**config.mk**
```make
export PLATFORM = sky130hd
export DESIGN_NAME = decode_execute_reg
export DESIGN_NICKNAME = d
export VERILOG_FILES = /design/src/rtl/decode_execute_reg.sv
export SDC_FILE = /design/constraint.sdc
export NUM_CORES = 1
export LEC_CHECK = 0
export CAP_MARGIN = 20
export CORE_AREA = 2 2 167 169
export CTS_BUF_LIST = sky130_fd_sc_hd__clkbuf_8
export CTS_CLUSTER_DIAMETER = 50
export DETAILED_ROUTE_END_ITERATION = 6
export DIE_AREA = 0 0 169 171
export PLACE_DENSITY = 0.74
export SLEW_MARGIN = 0
export SYNTH_ARGS = -nofsm -noshare
export SYNTH_HDL_FRONTEND = slang
export SYNTH_SLANG_ARGS = --single-unit
```
**constraint.sdc**
```tcl
create_clock -name clk -period 2.1 [get_ports clk]
set_input_delay 0.42 -clock clk [delete_from_list [all_inputs] [get_ports clk]]
set_output_delay 0.42 -clock clk [all_outputs]
set_load 0.03 [all_outputs]
```
**src/rtl/decode_execute_reg.sv**
```systemverilog
// decode_execute_reg: ID/EX pipeline register with stall, flush, bubble-valid and multi-cycle MUL hold
module decode_execute_reg #(
  parameter int WIDTH      = 64,
  parameter int MUL_CYCLES = 3
) (
  input  logic             clk,
  input  logic             reset,
  input  logic             StallE,
  input  logic             FlushE,
  input  logic             ValidD,
  input  logic             PCSrcD,
  input  logic             RegWriteD,
  input  logic             MemToRegD,
  input  logic             MemWriteD,
  input  logic             BranchD,
  input  logic             ALUSrcD,
  input  logic             NoWriteD,
  input  logic [3:0]       ALUControlD,
  input  logic [WIDTH-1:0] RD1D,
  input  logic [WIDTH-1:0] RD2D,
  input  logic [WIDTH-1:0] ExtImmD,
  input  logic [4:0]       WA3D,
  output logic             PCSrcE,
  output logic             RegWriteE,
  output logic             MemToRegE,
  output logic             MemWriteE,
  output logic             BranchE,
  output logic             ALUSrcE,
  output logic             NoWriteE,
  output logic [3:0]       ALUControlE,
  output logic [WIDTH-1:0] RD1E,
  output logic [WIDTH-1:0] RD2E,
  output logic [WIDTH-1:0] ExtImmE,
  output logic [4:0]       WA3E,
  output logic             ValidE,
  output logic             MulBusyE,
  output logic             MulDoneE
);
  localparam logic [3:0] MUL_OP = 4'b0010;
  localparam logic [3:0] MUL_N  = 4'(MUL_CYCLES);
  localparam logic       MULTI  = MUL_CYCLES > 1;
  typedef enum logic {IDLE, MUL} state_t;
  state_t state, state_n;
  logic [3:0] cnt, cnt_n;
  logic hold, mul_start;
  assign hold      = StallE | MulBusyE;
  assign mul_start = MULTI && !FlushE && !hold && ValidD && ALUControlD == MUL_OP;
  assign MulBusyE  = state == MUL && cnt > 4'd1;
  // single-cycle builds never enter MUL, so completion is read straight off the E slot
  assign MulDoneE  = MULTI ? (state == MUL && cnt == 4'd1) : (ValidE && ALUControlE == MUL_OP);
  always_comb begin
    state_n = FlushE ? IDLE : mul_start ? MUL : (state == MUL && cnt == 4'd1) ? IDLE : state;
    cnt_n   = FlushE ? 4'd0 : mul_start ? MUL_N : state == MUL ? cnt - 4'd1 : cnt;
  end
  always_ff @(posedge clk) begin
    if (reset) begin
      state <= IDLE;
      cnt   <= '0;
    end else begin
      state <= state_n;
      cnt   <= cnt_n;
    end
  end
  // bubbles keep their side-effect controls low so downstream stages need only check ctrl bits
  always_ff @(posedge clk) begin
    if (reset || FlushE) begin
      PCSrcE      <= 1'b0;
      RegWriteE   <= 1'b0;
      MemToRegE   <= 1'b0;
      MemWriteE   <= 1'b0;
      BranchE     <= 1'b0;
      ALUSrcE     <= 1'b0;
      NoWriteE    <= 1'b0;
      ALUControlE <= '0;
      RD1E        <= '0;
      RD2E        <= '0;
      ExtImmE     <= '0;
      WA3E        <= '0;
      ValidE      <= 1'b0;
    end else if (!hold) begin
      PCSrcE      <= PCSrcD & ValidD;
      RegWriteE   <= RegWriteD & ValidD;
      MemToRegE   <= MemToRegD;
      MemWriteE   <= MemWriteD & ValidD;
      BranchE     <= BranchD & ValidD;
      ALUSrcE     <= ALUSrcD;
      NoWriteE    <= NoWriteD;
      ALUControlE <= ALUControlD;
      RD1E        <= RD1D;
      RD2E        <= RD2D;
      ExtImmE     <= ExtImmD;
      WA3E        <= WA3D;
      ValidE      <= ValidD;
    end
  end
endmodule

```
==> results of run 1 <==
-- synthesized netlist by cell type (all sizes together) --
cell	n
nand3	4
ha	2
nor2b	1
nor4b	2
inv	3
clkbuf	35
nor2	4
dfxtp	214
o21ai	1
nor4bb	1
nand2	417
and3	2
mux2i	209
buf	35
xnor2	2
or4b	1
o31ai	1
xor2	1
a21oi	3
or2	1
-- power groups by stage --
| stage | Sequential (uW) | Combinational (uW) | Clock (uW) |
|---|---|---|---|
| floorplan | 4610 | 439 | 0 |
| CTS | 4270 | 1530 | 4360 |
| global route | 4280 | 1610 | 4560 |
| finish | 4260 | 1510 | 4220 |
| global placement | 4350 | 1510 | 0 |
| detailed placement | 4350 | 1520 | 0 |
-- routing by layer --
layer / share of wire / vias to the layer above
met5: 0.0014 / -
met4: 0.024 / 6
met3: 0.11 / 60
met2: 0.47 / 317
met1: 0.39 / 3523
li1: - / 3897
-- final timing paths --
| path | startpoint | slack [ps] | endpoint | cells after the start |
|---|---|---|---|---|
| setup / recovery | cnt[1] | 60 | MulBusyE | 6 |
| hold / removal | WA3D[1] | 440 | WA3E[1] | 3 |
| hold reg to reg | RD1E[46] | 450 | RD1E[46] | 2 |
| setup reg to reg | cnt[1] | 170 | ExtImmE[37] | 9 |
-- logic make-up (layout without fill, tap and decap cells) --
logic type,Yosys count,in the layout,synth area share
and+or+nand+nor,433,433,0.196
DFF,214,214,0.503
buffers and inverters,73,536,0.0452
muxes,209,209,0.246
xor gates and xnor gates,3,3,0.00309
adders and majority gates,2,2,0.00294
AOI/OAI and AO/OA,5,5,0.00382
-- worst reg2reg max path, delay by kind of cell (launching register included) --
kind / cells / cell delay [ps]
buffers and inverters: 4 / 640
flip-flops: 1 / 330
AO/OA/AOI/OAI: 1 / 240
multiplexers: 1 / 240
AND/OR/NAND/NOR: 2 / 230
adder cells (fa/ha/maj): 1 / 170
-- flip-flops by register name, indices dropped and copies added (netlist names) --
name,count
ExtImmE,64
RD1E,64
RD2E,64
WA3E,5
ALUControlE,4
cnt,4
ALUSrcE,1
BranchE,1
MemToRegE,1
MemWriteE,1
NoWriteE,1
PCSrcE,1
RegWriteE,1
ValidE,1
state,1
-- cell type report --
| type | count | area (sq um) | share of cell area |
|---|---|---|---|
| repair buffers | 461 | 4780 | 0.336 |
| flip-flops and latches | 214 | 4290 | 0.301 |
| multi-input cells | 652 | 3880 | 0.272 |
| clock buffers | 50 | 688 | 0.0483 |
| well taps | 346 | 433 | 0.0304 |
| clock inverters | 22 | 158 | 0.0111 |
| inverters | 3 | 11.3 | 0.000791 |
-- metrics by stage --
| step | setup TNS, ps | hold WS (ps) | power [uW] |
|---|---|---|---|
| after floorplan | 0 | 544 | 5050 |
| final | 0 | 442 | 10000 |
| after detailed placement | -292 | 445 | 5870 |
| after global placement | -269 | 441 | 5860 |
| after global routing | -34.4 | 416 | 10400 |
| after CTS | -2.69 | 405 | 10200 |
-- timing repair --
item	in CTS	in global routing
hold buffers	0	0
gates cloned	0	0
pin swaps	1	3
gates resized for setup	2	8
setup buffers	1	3
setup endpoints to repair	3	9
==> qor.yml, run 1 <==
gp_congestion: 0.765
p_leak_uw: 0.00574
p_int_uw: 7410
worst-setup-path-type: "flop to output port"
p_sw_uw: 2590
portBuffers: 423
yosysTopAreaCellShare: 0.503
synth_seq_cells: 214
area_growth_pct: 67.1
grt_util_met1: 0.188
finalHoldViolCount: 0
p_seq_frac: 0.426
syn_nets: 1154
grtUsageTotal: 0.170
powerDensity_nw_per_um2: 703
outcome: "completed"
num-fill-cells: 2482
grt_pass1_vias: 7726
diodes: 0
nNetsFinal: 1587
post-route-period-util: 0.970
io_pins: 424
ys_seq_area_frac: 0.503
p_clk_frac: 0.422
clock-sinks: 214
drive_gt1_frac: 0.0813
floorplan.die_area_sq_um: 28900
start_util: 0.312
min_period_ps: 2040
grt_remaining_overflow: 0
numCtsBuffers: 40
fin_skew_ps: 19.1
rsz0062_at_grt: "yes"
wl_um: 25900
mostFrequentLayoutCell: "clkdlybuf4s50_1"
maxCapViolations: 0
yosysWarningCount: 0
core_sq_um: 27300
finalNonFillerCells: 1748
antenna_found_initial: 3
syn_avg_cell_area_sq_um: 9.07
cp_slowest_stage_delay_ps: 330
clkTransAtPathRegs_ps: 60
htree_levels: 2
cp_top_family: "flip-flops"
crit_path_end_kind: "output port"
setup_violations: 0
timing.fmax_mhz: 491
comb_power_share: 0.151
clk_latency_ps: 530
place_area_sq_um: 13300
yosysTopAreaCell: "dfxtp_1"
crit_buf_inv: 3
use_met2: 0.293
setup_ws_ps: 62.5
netlist_area_sq_um: 8520
clock-root-buffer: "clkbuf_8"
worstPathMaxFanout: 3
grt_pass1_wl_um: 39600
grt_util_met3: 0.0745
worstPathArrival_ps: 1620
switching_share: 0.259
fin_area_sq_um: 14200
slew_headroom: 0.729
drcViolationCount: 0
vias_per_cell: 4.46
wire_per_inst_um: 14.8
die_y_um: 171
post-route-util: 0.521
cpMostUsedCell: "inv_2"
cts_tree: "yes"
path_cells: "inv_2 -> ha_2 -> nor2_1 -> o31ai_2 -> inv_2 -> buf_12"
synthCells: 939
grt_max_degree: 61
mostFrequentLayoutCells: "clkdlybuf4s50_1 (419), nand2_1 (417), dfxtp_1 (212), mux2i_1 (209), clkbuf_8 (50)"
ys_types: 28
rows: 61
first_iter_violations: 254
cp_slowest_cell: "dfxtp_1"
worst_pin_slew_ps: 407
placed_cells: 1672
final_antenna_net_count: 0
die_w_um: 169
dp_slack_ps: -122
startpoint_type: "flop"
clockBufferDepth: 3
post-dp-hpwl_um: 19000
num_vias: 7803
dr.pass1.iters: 6
slew_violations: 0
top_usage_layer: "met2"
required_ps: 1680
hold_path.class: "input port to flop"
synth.area.top_cells: "dfxtp_1 (50%), mux2i_1 (25%), nand2_1 (18%)"
max-vdd-ir-drop_v: 0.000485
(Power assumes the default switching activity.)
==> run 2, diff against run 1 <==
--- a/config.mk
+++ b/config.mk
@@ -11,6 +11,7 @@
 export CTS_CLUSTER_DIAMETER = 50
 export DETAILED_ROUTE_END_ITERATION = 6
 export DIE_AREA = 0 0 169 171
+export HOLD_SLACK_MARGIN = 0.1
 export PLACE_DENSITY = 0.74
 export SLEW_MARGIN = 0
 export SYNTH_ARGS = -nofsm -noshare
==> results of run 2 <==
No change in the layout: final DEF, timing and power equal those of run 1.
